**src/rtl/flash_arb_pkg.sv**
```systemverilog
// flash_arb_pkg: shared encodings for the flash arbiter slice.
// Holds the command op codes, the sequencer state type and the default
// start-wait window used when the driver does not acknowledge a strobe.
package flash_arb_pkg;

  localparam logic [1:0] OP_READ  = 2'b00;
  localparam logic [1:0] OP_WRITE = 2'b01;
  localparam logic [1:0] OP_ERASE = 2'b10;
  localparam logic [1:0] OP_RSVD  = 2'b11;

  localparam int START_WAIT_DEF = 4;

  typedef enum logic [2:0] {
    IDLE,
    ISSUE,
    WAIT_START,
    WAIT_DONE,
    RESP
  } arb_state_t;

endpackage

```
**src/rtl/flash_arbiter_if.sv**
```systemverilog
// flash_arbiter_if: requester-side bundle of the flash arbiter.
// Carries both command ports plus the shared response (ack/err/rdata/grant).
// The arbiter uses the slave view; the requesters use the master view.
interface flash_arbiter_if #(
  parameter int ADDR_W = 23,
  parameter int DATA_W = 16
);

  logic              req0;
  logic              req1;
  logic [1:0]        op0;
  logic [1:0]        op1;
  logic [ADDR_W-1:0] addr0;
  logic [ADDR_W-1:0] addr1;
  logic [DATA_W-1:0] wdata0;
  logic [DATA_W-1:0] wdata1;
  logic              ack0;
  logic              ack1;
  logic              err;
  logic [DATA_W-1:0] rdata;
  logic              grant;

  modport slave (
    input  req0, req1, op0, op1, addr0, addr1, wdata0, wdata1,
    output ack0, ack1, err, rdata, grant
  );

  modport master (
    output req0, req1, op0, op1, addr0, addr1, wdata0, wdata1,
    input  ack0, ack1, err, rdata, grant
  );

endinterface

```
**src/rtl/flash_arb_rr.sv**
```systemverilog
// flash_arb_rr: two-input round-robin picker.
// A lone requester always wins; on a tie the port that was not served
// last wins, so two continuously requesting ports alternate.
module flash_arb_rr (
  input  logic [1:0] req,
  input  logic       last_grant,
  output logic       winner,
  output logic       valid
);

  // Pick the winning port from the request pair and the previous owner
  always_comb begin
    valid  = |req;
    winner = 1'b0;
    if (req == 2'b11) begin
      winner = ~last_grant;
    end else if (req[1]) begin
      winner = 1'b1;
    end
  end

endmodule

```
**src/rtl/flash_arbiter.sv**
```systemverilog
// flash_arbiter: shares one flash_driver between the boot loader (port 0)
// and the CPU memory path (port 1). Commands arrive on a req/ack handshake,
// are arbitrated round-robin, strobed into the driver and tracked through
// the driver's busy phase before acking.
// Optional busy-phase watchdog: define FLASH_ARB_TIMEOUT_EN.
module flash_arbiter
  import flash_arb_pkg::*;
#(
  parameter int ADDR_W     = 23,
  parameter int DATA_W     = 16,
  parameter int START_WAIT = START_WAIT_DEF
`ifdef FLASH_ARB_TIMEOUT_EN
  ,
  parameter logic [23:0] TIMEOUT_CYCLES = 24'd8_000_000
`endif
) (
  input  logic              clk,
  input  logic              rst_n,
  flash_arbiter_if.slave    bus,
  output logic [ADDR_W-1:0] drv_addr,
  output logic [DATA_W-1:0] drv_wdata,
  input  logic [DATA_W-1:0] drv_rdata,
  output logic              drv_en_read,
  output logic              drv_en_write,
  output logic              drv_en_erase,
  input  logic              drv_busy
);

  arb_state_t        state_q, state_d;
  logic              grant_q, grant_d;
  logic              last_q, last_d;
  logic              err_q, err_d;
  logic [1:0]        op_q, op_d;
  logic [ADDR_W-1:0] addr_q, addr_d;
  logic [DATA_W-1:0] wdata_q, wdata_d;
  logic [DATA_W-1:0] rdata_q, rdata_d;
  logic [7:0]        wcnt_q, wcnt_d;
  logic              win, win_valid;
  logic [1:0]        sel_op;
  logic [ADDR_W-1:0] sel_addr;
  logic [DATA_W-1:0] sel_wdata;
`ifdef FLASH_ARB_TIMEOUT_EN
  logic [23:0]       tcnt_q, tcnt_d;
`endif

  flash_arb_rr u_rr (
    .req        ({bus.req1, bus.req0}),
    .last_grant (last_q),
    .winner     (win),
    .valid      (win_valid)
  );

  // Route the winning port's command fields toward the latch registers
  always_comb begin
    sel_op    = win ? bus.op1    : bus.op0;
    sel_addr  = win ? bus.addr1  : bus.addr0;
    sel_wdata = win ? bus.wdata1 : bus.wdata0;
  end

  // Next-state and register-update logic of the command sequencer
  always_comb begin
    state_d = state_q;
    grant_d = grant_q;
    last_d  = last_q;
    err_d   = err_q;
    op_d    = op_q;
    addr_d  = addr_q;
    wdata_d = wdata_q;
    rdata_d = rdata_q;
    wcnt_d  = '0;
`ifdef FLASH_ARB_TIMEOUT_EN
    tcnt_d  = '0;
`endif
    case (state_q)
      IDLE: begin
        if (!drv_busy && win_valid) begin
          grant_d = win;
          op_d    = sel_op;
          err_d   = (sel_op == OP_RSVD);
          if (sel_op == OP_RSVD) begin
            state_d = RESP;
          end else begin
            addr_d  = sel_addr;
            wdata_d = sel_wdata;
            state_d = ISSUE;
          end
        end
      end
      ISSUE: begin
        state_d = WAIT_START;
      end
      WAIT_START: begin
        if (drv_busy) begin
          state_d = WAIT_DONE;
        end else if (wcnt_q == 8'(START_WAIT - 1)) begin
          state_d = RESP;
        end else begin
          wcnt_d = wcnt_q + 8'd1;
        end
      end
      WAIT_DONE: begin
        if (!drv_busy) begin
          if (op_q == OP_READ) begin
            rdata_d = drv_rdata;
          end
          state_d = RESP;
        end
`ifdef FLASH_ARB_TIMEOUT_EN
        else if (tcnt_q == TIMEOUT_CYCLES - 24'd1) begin
          err_d   = 1'b1;
          state_d = RESP;
        end else begin
          tcnt_d = tcnt_q + 24'd1;
        end
`endif
      end
      RESP: begin
        last_d  = grant_q;
        state_d = IDLE;
      end
      default: begin
        state_d = IDLE;
      end
    endcase
  end

  // Sequencer state register; reset drops any strobe immediately
  always_ff @(posedge clk or negedge rst_n) begin
    if (!rst_n) begin
      state_q <= IDLE;
    end else begin
      state_q <= state_d;
    end
  end

  // Command, response and counter registers; port 0 is favoured after reset
  always_ff @(posedge clk or negedge rst_n) begin
    if (!rst_n) begin
      grant_q <= 1'b0;
      last_q  <= 1'b1;
      err_q   <= 1'b0;
      op_q    <= OP_READ;
      addr_q  <= '0;
      wdata_q <= '0;
      rdata_q <= '0;
      wcnt_q  <= '0;
`ifdef FLASH_ARB_TIMEOUT_EN
      tcnt_q  <= '0;
`endif
    end else begin
      grant_q <= grant_d;
      last_q  <= last_d;
      err_q   <= err_d;
      op_q    <= op_d;
      addr_q  <= addr_d;
      wdata_q <= wdata_d;
      rdata_q <= rdata_d;
      wcnt_q  <= wcnt_d;
`ifdef FLASH_ARB_TIMEOUT_EN
      tcnt_q  <= tcnt_d;
`endif
    end
  end

  assign drv_addr     = addr_q;
  assign drv_wdata    = wdata_q;
  assign drv_en_read  = (state_q == ISSUE) && (op_q == OP_READ);
  assign drv_en_write = (state_q == ISSUE) && (op_q == OP_WRITE);
  assign drv_en_erase = (state_q == ISSUE) && (op_q == OP_ERASE);
  assign bus.ack0     = (state_q == RESP) && !grant_q;
  assign bus.ack1     = (state_q == RESP) && grant_q;
  assign bus.err      = (state_q == RESP) && err_q;
  assign bus.rdata    = rdata_q;
  assign bus.grant    = grant_q;

endmodule

```
**src/flat_wrapper.sv**
```systemverilog
// flat-port wrapper written by rule: the top's interface ports become plain ports
module flash_arbiter_flat import flash_arb_pkg::*;
#(
  parameter int ADDR_W     = 23,
  parameter int DATA_W     = 16,
  parameter int START_WAIT = START_WAIT_DEF

)
  (clk, rst_n, drv_addr, drv_wdata, drv_rdata, drv_en_read, drv_en_write, drv_en_erase, drv_busy, bus_req0, bus_req1, bus_op0, bus_op1, bus_addr0, bus_addr1, bus_wdata0, bus_wdata1, bus_ack0, bus_ack1, bus_err, bus_rdata, bus_grant);
  flash_arbiter_if #(.ADDR_W(ADDR_W), .DATA_W(DATA_W)) bus_i ();
  input  logic clk;
  input  logic rst_n;
  output logic [ADDR_W-1:0] drv_addr;
  output logic [DATA_W-1:0] drv_wdata;
  input  logic [DATA_W-1:0] drv_rdata;
  output logic drv_en_read;
  output logic drv_en_write;
  output logic drv_en_erase;
  input  logic drv_busy;
  input wire logic [$bits(bus_i.req0)-1:0] bus_req0;
  input wire logic [$bits(bus_i.req1)-1:0] bus_req1;
  input wire logic [$bits(bus_i.op0)-1:0] bus_op0;
  input wire logic [$bits(bus_i.op1)-1:0] bus_op1;
  input wire logic [$bits(bus_i.addr0)-1:0] bus_addr0;
  input wire logic [$bits(bus_i.addr1)-1:0] bus_addr1;
  input wire logic [$bits(bus_i.wdata0)-1:0] bus_wdata0;
  input wire logic [$bits(bus_i.wdata1)-1:0] bus_wdata1;
  output wire logic [$bits(bus_i.ack0)-1:0] bus_ack0;
  output wire logic [$bits(bus_i.ack1)-1:0] bus_ack1;
  output wire logic [$bits(bus_i.err)-1:0] bus_err;
  output wire logic [$bits(bus_i.rdata)-1:0] bus_rdata;
  output wire logic [$bits(bus_i.grant)-1:0] bus_grant;
  assign bus_i.req0 = bus_req0;
  assign bus_i.req1 = bus_req1;
  assign bus_i.op0 = bus_op0;
  assign bus_i.op1 = bus_op1;
  assign bus_i.addr0 = bus_addr0;
  assign bus_i.addr1 = bus_addr1;
  assign bus_i.wdata0 = bus_wdata0;
  assign bus_i.wdata1 = bus_wdata1;
  assign bus_ack0 = bus_i.ack0;
  assign bus_ack1 = bus_i.ack1;
  assign bus_err = bus_i.err;
  assign bus_rdata = bus_i.rdata;
  assign bus_grant = bus_i.grant;
  flash_arbiter #(.ADDR_W(ADDR_W), .DATA_W(DATA_W), .START_WAIT(START_WAIT)) u_core (.clk(clk), .rst_n(rst_n), .bus(bus_i), .drv_addr(drv_addr), .drv_wdata(drv_wdata), .drv_rdata(drv_rdata), .drv_en_read(drv_en_read), .drv_en_write(drv_en_write), .drv_en_erase(drv_en_erase), .drv_busy(drv_busy));
endmodule
```
**config.mk**
```make
export PLATFORM = sky130hd
export DESIGN_NAME = flash_arbiter_flat
export DESIGN_NICKNAME = d
export VERILOG_FILES = /design/src/rtl/flash_arb_pkg.sv /design/src/rtl/flash_arbiter_if.sv /design/src/rtl/flash_arb_rr.sv /design/src/rtl/flash_arbiter.sv /design/src/flat_wrapper.sv
export SDC_FILE = /design/constraint.sdc
export NUM_CORES = 1
export LEC_CHECK = 0
export BUFFER_PORTS_ARGS = -buffer_cell sky130_fd_sc_hd__buf_2
export CAP_MARGIN = 20
export CORE_MARGIN = 3
export CORE_UTILIZATION = 40
export CTS_CLUSTER_DIAMETER = 60
export CTS_CLUSTER_SIZE = 40
export DETAILED_ROUTE_END_ITERATION = 7
export PLACE_DENSITY = 0.77
export SLEW_MARGIN = 20
export SYNTH_ARGS = -nofsm -noshare
export SYNTH_HDL_FRONTEND = slang
export SYNTH_SLANG_ARGS = --single-unit
```
**constraint.sdc**
```tcl
create_clock -name clk -period 2.9 [get_ports clk]
set_clock_uncertainty 0.1 [all_clocks]
set_input_delay 0.58 -clock clk [delete_from_list [all_inputs] [get_ports clk]]
set_output_delay 0.58 -clock clk [all_outputs]
set_load 0.05 [all_outputs]
```
==> impl_metrics.py, run 1 <==
metrics = {
    "synth": {
        "synth-seq-cells": 71,
        "synth-xor-area-share": 0.0132,
        "synth_area_leaders": "dfrtp_1, mux2_2, nor2_1, xor2_1, mux2i_1",
        "synth_top_flop_cell": "dfrtp_1",
        "synth_cell_types": 31,
        "netlist_instances": 242,
        "async_reset_ff_frac": 1.00,
        "synth_edf_count": 0,
        "synth.net_count": 346,
        "synth_compound_area_frac": 0.0407,
        "yosysWarningCount": 0,
        "yosysTopAreaCell": "dfrtp_1",
        "synth.area.mux_share": 0.331,
        "syn-cell-area_mm2": 0.00332,
        "synth_top_family_by_area": "multiplexers",
        "seq_area_frac_synth": 0.535,
        "synth.top_cell.area_share": 0.527,
        "synthAdderAreaFrac": 0.00377,
        "synthSimpleGateAreaFrac": 0.0610,
        "avgSynthCellArea_um2": 13.7,
    },
    "critical_path": {
        "end_kind": "output port",
        "cp-start-kind": "flop",
        "worstSetupPathType": "reg -> out",
        "path_max_fanout": 8,
        "cp.arrival_ns": 1.63,
        "crit_required_ns": 2.22,
    },
    "floorplan": {
        "die_w_um": 97.2,
        "dieArea_mm2": 0.00944,
        "core_area_mm2": 0.00789,
        "fp.dieH_um": 97.2,
        "io_pins": 165,
        "rows": 32,
        "initial_core_util": 0.421,
    },
    "sta": {
        "hold_viol": 0,
        "rsz0062_at_grt": "false",
        "setup_ws_ns": 0.590,
        "max_freq_mhz": 433,
        "post-route-period-util": 0.797,
        "setup_tns_ns": 0,
        "final.min_clock_period_ns": 2.31,
        "slew_headroom": 0.509,
        "finalMaxSlewViolations": 0,
        "setup-violations-final": 0,
        "worst_pin_slew_ns": 0.737,
    },
    "final_layout": {
        "fin_util": 0.570,
        "nNetsFinal": 516,
        "diodes": 0,
        "syn2layout_area_growth_pct": 35.4,
        "layout-drive-gt1-share": 0.690,
        "fillerInstances": 707,
    },
    "global_route": {
        "grt_pass1_vias": 2644,
        "grt_pass1_wl_mm": 12.5,
        "overflow": 0,
        "grt_usage": 0.161,
        "antenna_found_initial": 0,
        "grt_max_degree": 41,
    },
    "power_and_ir_drop": {
        "clock_power_share": 0.146,
        "p_leak_nw": 2.21,
        "swShare": 0.485,
        "p_comb_frac": 0.536,
        "irDropWorstVdd_mv": 0.684,
        "power.switching_mw": 2.56,
        "p_int_mw": 2.72,
        "p_seq_frac": 0.319,
        "power_density_mw_per_mm2": 1170,
    },
    "clock_tree": {
        "path_clk_slew_ns": 0.07,
        "cts-htree-levels": 3,
        "cts_sinks": 71,
        "cts_setup_buffers": 0,
        "cts_made_buffers": 9,
        "clk_latency_ns": 0.33,
        "clock_path_buffers": 2,
        "post_cts_resized": 0,
        "cts_tree": "done",
        "postCtsHoldBufs": 0,
        "clockRootBuffer": "clkbuf_8",
    },
    "routing": {
        "wl_per_cell_um": 14.3,
        "routed_wl_mm": 7.39,
        "drt_first_pass_iters": 4,
        "routed_via_density": 4.86,
        "via_count": 2515,
        "postRouteAntennaNets": 0,
        "drt_iter0_drc": 39,
        "remaining_drc_errors": 0,
    },
    "place": {
        "hpwlAfterDp_mm": 5.90,
        "gp_congestion": 0.773,
        "io_buffers": 164,
        "dp_slack_ns": 0.662,
    },
    "status": {
        "outcome": "finished, final reports clean",
    },
    "run": {
        "drv_cap": 0,
    },
    "worst_hold_path": {
        "hp-class": "in -> async",
    },
}
==> logic make-up (layout without fill, tap and decap cells) <==
logic type / count (synthesis) / after routing
muxes: 98 / 98
DFF: 71 / 71
and+or+nand+nor: 39 / 39
AOI/OAI and AO/OA: 16 / 16
buffers and inverters: 12 / 186
xor gates and xnor gates: 5 / 5
adders and majority gates: 1 / 1
==> metal layers <==
layer	global-route usage	vias up	wire length [µm]
li1	-	1206	-
met1	0.189	1188	2920
met2	0.281	113	3730
met3	0.0481	8	650
met4	0.0562	0	86
met5	0	-	0
==> worst max-delay path, stage by stage, from the launching register on <==
cell	delay, ns
dfrtp_1	0.49
nor2_1	0.19
nand2_1	0.11
nor3b_1	0.21
buf_2	0.30
==> layout make-up <==
class / count / area [µm²] / share of cell area
well taps: 102 / 128 / 0.0284
inverters: 3 / 11.3 / 0.00250
multi-input cells: 159 / 1510 / 0.335
clock buffers: 11 / 151 / 0.0337
flip-flops and latches: 71 / 1780 / 0.395
repair buffers: 168 / 876 / 0.195
clock inverters: 4 / 45.0 / 0.0100
==> Yosys cell counts (3+ instances only) <==
cell,count
xor2_1,5
inv_1,3
dfrtp_1,70
mux2i_1,3
nand3_1,6
nor2_1,13
buf_2,5
mux2_2,95
o21ai_0,3
clkbuf_1,4
and3_1,3
a21oi_1,3
nand2_1,7
==> final timing paths <==
kind	to	startpoint	slack (ns)	depth (start not counted)
min in group clk	u_core.bus.rdata[7]	drv_rdata[7]	0.38	2
max in group asynchronous	u_core.drv_wdata[15]	rst_n	1.84	2
setup / recovery	drv_en_write	u_core.state_q[2]	0.59	4
hold / removal	u_core.bus.rdata[11]	rst_n	0.21	1
setup reg to reg	u_core.state_q[0]	u_core.wcnt_q[5]	0.91	4
hold reg to reg	u_core.drv_addr[21]	u_core.drv_addr[21]	0.40	1
==> flip-flops by register name (all words and copies together), names as in the netlist <==
signal            count
u_core.drv_wdata     16
u_core.state_q        3
u_core.bus.rdata     16
u_core.last_q         1
u_core.wcnt_q         8
u_core.op_q           2
u_core.bus.grant      1
u_core.drv_addr      23
u_core.err_q          1
==> power groups by stage <==
stage	registers (mW)	clock network, mW	logic, mW
detailed placement	1.71	0	2.86
finish	1.68	0.770	2.83
floorplan	3.07	0	0.779
CTS	1.69	0.805	2.86
global placement	1.69	0	2.81
global route	1.76	0.852	2.96
==> stage by stage <==
stage	total power, mW	hold WS, ns	cells	area, µm²
2_1_floorplan	3.85	0.184	242	3320
3_3_place_gp	4.50	0.384	503	4300
3_5_place_dp	4.57	0.388	503	4300
4_1_cts	5.36	0.222	518	4500
5_1_grt	5.57	0.250	518	4500
6_report	5.28	0.206	518	4500
==> cell usage in the layout, fill, tap and decap left out, types with 2 or more instances in the layout <==
master and instances:
a21boi_0 2, a21oi_1 3, and3_1 3, buf_12 2
buf_2 164, buf_4 2, clkbuf_8 11, clkinv_2 3
dfrtp_1 70, inv_1 3, mux2_2 95, mux2i_1 3
nand2_1 7, nand2b_1 2, nand3_1 6, nor2_1 12
nor3_1 2, nor3b_1 2, o21ai_0 3, xor2_1 5
Note: power is estimated with default switching activity, not from simulation.
==> inputs of run 2 (changes only) <==
--- a/config.mk
+++ b/config.mk
@@ -5,6 +5,7 @@
 export SDC_FILE = /design/constraint.sdc
 export NUM_CORES = 1
 export LEC_CHECK = 0
+export ABC_AREA = 1
 export BUFFER_PORTS_ARGS = -buffer_cell sky130_fd_sc_hd__buf_2
 export CAP_MARGIN = 20
 export CORE_MARGIN = 3
@@ -12,7 +13,7 @@
 export CTS_CLUSTER_DIAMETER = 60
 export CTS_CLUSTER_SIZE = 40
 export DETAILED_ROUTE_END_ITERATION = 7
-export PLACE_DENSITY = 0.77
+export PLACE_DENSITY = 0.79
 export SLEW_MARGIN = 20
 export SYNTH_ARGS = -nofsm -noshare
 export SYNTH_HDL_FRONTEND = slang
==> constraint.sdc (replaced) <==
create_clock -name clk -period 2.1 [get_ports clk]
set_clock_uncertainty 0.1 [all_clocks]
set_input_delay 0.42 -clock clk [delete_from_list [all_inputs] [get_ports clk]]
set_output_delay 0.42 -clock clk [all_outputs]
set_load 0.05 [all_outputs]
==> run 2 against run 1 <==
Final area rose by 4.7%. Worst setup slack got worse by 0.53 ns. Die area rose by 6.1%. Area after synthesis up 6.5%. Combinational power up 30%. Clock power grew 49%. Wire length is 18% higher. Cell count is 44% higher. First-iteration DRC count rose to 4.2 times the previous value. Sequential cell count stayed put. Critical path depth is the same. Critical endpoint unchanged.
==> impl_metrics.py, run 2 <==
metrics = {
    "status": {
        "outcome": "finished, final reports clean",
    },
    "run": {
        "drv_cap": 0,
    },
    "final_layout": {
        "nNetsFinal": 742,
        "diodes": 0,
        "fin_cells": 748,
        "syn2layout_area_growth_pct": 33.1,
        "layout-drive-gt1-share": 0.323,
        "fin_util": 0.562,
        "mostFrequentLayoutCell": "nand2_1",
        "final_cell_mix": "nand2_1, buf_2, dfrtp_1",
        "largest_register_ff_count": 23,
    },
    "synth": {
        "synth_edf_count": 0,
        "synth_area_leaders": "dfrtp_1, nand2_1, nand3_1, inv_1, o21ai_0",
        "synth.top_cell.area_share": 0.495,
        "netlist_instances": 477,
        "synth.most_common_cell": "nand2_1",
        "avgSynthCellArea_um2": 7.42,
        "synth.net_count": 581,
        "synth-seq-cells": 71,
        "synthTopCellsByCount": "nand2_1, dfrtp_1, nand3_1",
        "syn-cell-area_mm2": 0.00354,
        "seq_area_frac_synth": 0.502,
        "synth_cell_types": 27,
        "async_reset_ff_frac": 1.00,
        "yosysWarningCount": 0,
        "yosysTopAreaCell": "dfrtp_1",
        "synth_top_flop_cell": "dfrtp_1",
    },
    "critical_path": {
        "max_stage_delay_ns": 0.46,
        "slowest_stage": "dfrtp_2",
        "cp_top_family": "flip-flops",
        "path_max_fanout": 5,
        "ff2ff_path_depth": 8,
        "cp_num_buf_inv": 2,
        "cp.arrival_ns": 1.52,
        "crit_required_ns": 1.58,
        "worstSetupPathType": "reg -> out",
        "cp-start-kind": "flop",
        "path_cells": "nor3_2, inv_1, nor3_1, buf_4",
        "worstSetupPathDepth": 4,
        "end_kind": "output port",
    },
    "sta": {
        "finalMaxSlewViolations": 0,
        "setup-violations-final": 0,
        "slew_headroom": 0.614,
        "hold_viol": 0,
        "final.min_clock_period_ns": 2.04,
        "post-route-period-util": 0.970,
        "max_freq_mhz": 491,
        "worst_pin_slew_ns": 0.579,
        "rsz0062_at_grt": "true",
    },
    "floorplan": {
        "dieArea_mm2": 0.0100,
        "fp.dieH_um": 100,
        "initial_core_util": 0.422,
        "core_area_mm2": 0.00838,
        "rows": 33,
        "die_w_um": 100,
        "io_pins": 165,
    },
    "clock_tree": {
        "clockRootBuffer": "clkbuf_8",
        "clk_latency_ns": 0.33,
        "cts_tree": "done",
        "cts_sinks": 71,
        "clock_path_buffers": 2,
        "path_clk_slew_ns": 0.07,
        "cts_setup_buffers": 0,
        "cts-htree-levels": 3,
        "cts_made_buffers": 9,
    },
    "place": {
        "gp_congestion": 0.777,
        "dp.cells": 731,
        "io_buffers": 164,
        "hpwlAfterDp_mm": 6.60,
    },
    "worst_hold_path": {
        "hp-class": "in -> reg",
        "whs_path_depth": 3,
    },
    "global_route": {
        "grt_max_degree": 46,
        "grt_usage": 0.177,
        "grt_pass1_vias": 3312,
        "grt_pass1_wl_mm": 14.5,
        "antenna_found_initial": 0,
        "overflow": 0,
    },
    "routing": {
        "postRouteAntennaNets": 0,
        "routed_via_density": 4.66,
        "remaining_drc_errors": 0,
        "drt_first_pass_iters": 5,
        "wl_per_cell_um": 11.6,
        "via_count": 3486,
        "drt_iter0_drc": 162,
        "routed_wl_mm": 8.69,
    },
    "power_and_ir_drop": {
        "irDropWorstVdd_mv": 0.683,
        "power_density_mw_per_mm2": 1500,
        "p_int_mw": 3.47,
        "swShare": 0.510,
        "p_leak_nw": 2.80,
        "clock_power_share": 0.162,
        "finalPower_mw": 7.08,
        "p_comb_frac": 0.521,
        "power.switching_mw": 3.61,
        "p_seq_frac": 0.316,
    },
}
run 2: changes by cell type after synthesis, moves of 8 or more:
cell and change:
buf_2 +8, nand2_1 +232, mux2_2 -95, nand3_1 +41, inv_1 +27, o21ai_0 +12, o21ai_1 +8
run 2: path summary, 6_finish.rpt:
kind                                            from                   end  slack, ns
worst max-delay path               u_core.state_q[2]          drv_en_write       0.06
worst min-delay path                    drv_rdata[6]   u_core.bus.rdata[6]       0.22
worst max register to register         u_core.last_q          u_core.err_q       0.31
worst min register to register  u_core.drv_wdata[12]  u_core.drv_wdata[12]       0.37
max in group asynchronous                      rst_n    u_core.drv_addr[5]       0.83
min in group asynchronous                      rst_n   u_core.bus.rdata[1]       0.53
run 2: per-layer routing:
metal,vias to the layer above,wire (µm),track usage
li1,1803,-,-
met1,1552,3650,0.224
met2,121,4270,0.305
met3,10,676,0.0473
met4,0,91,0.0383
met5,-,0,0
run 2: logic make-up (layout without fill, tap and decap cells):
| kind of cell | count (synthesis) | in the layout | share of synthesized area |
|---|---|---|---|
| AND/OR/NAND/NOR | 315 | 315 | 0.366 |
| flip-flops | 71 | 71 | 0.502 |
| AO/OA/AOI/OAI | 33 | 33 | 0.0527 |
| adder cells (fa/ha/maj) | 1 | 1 | 0.00354 |
| buffers and inverters | 57 | 223 | 0.0757 |
run 2: final cells by class:
class	count	area, µm²
clock buffers	10	128
clock inverters	6	85.1
fillers	786	3670
inverters	33	124
multi-input cells	349	1510
flip-flops and latches	71	1780
well taps	105	131
repair buffers	174	953
run 2: worst register-to-register path: cells and delay by family, from the launching register on:
kind / cells / cell delay, ns
AND/OR/NAND/NOR: 6 / 0.72
flip-flops: 1 / 0.53
buffers and inverters: 1 / 0.20
AO/OA/AOI/OAI: 1 / 0.18
run 2: power by group through the flow:
stage | combinational, mW | clock [mW] | sequential, mW
2_1_floorplan | 1.20 | 0 | 3.82
3_3_place_gp | 3.64 | 0 | 2.23
3_5_place_dp | 3.71 | 0 | 2.25
4_1_cts | 3.71 | 1.20 | 2.24
5_1_grt | 3.99 | 1.26 | 2.31
6_report | 3.69 | 1.15 | 2.24
run 2: through the flow:
step | setup TNS (ns) | cell area (µm²) | worst slack (ns) | hold slack, ns
global placement | 0 | 4460 | 0.356 | 0.342
finish | 0 | 4710 | 0.0629 | 0.224
CTS | 0 | 4690 | 0.00459 | 0.197
global route | -0.0976 | 4710 | -0.0565 | 0.209
detailed placement | 0 | 4460 | 0.294 | 0.353
floorplan | -0.677 | 3540 | -0.226 | 0.0244
run 2: what timing repair did:
item | 4_1_cts | 5_1_grt
setup endpoints to repair | 3 | 6
endpoints found under the hold margin | 34 | 0
gates resized for setup | 3 | 7
hold buffers | 1 | 0
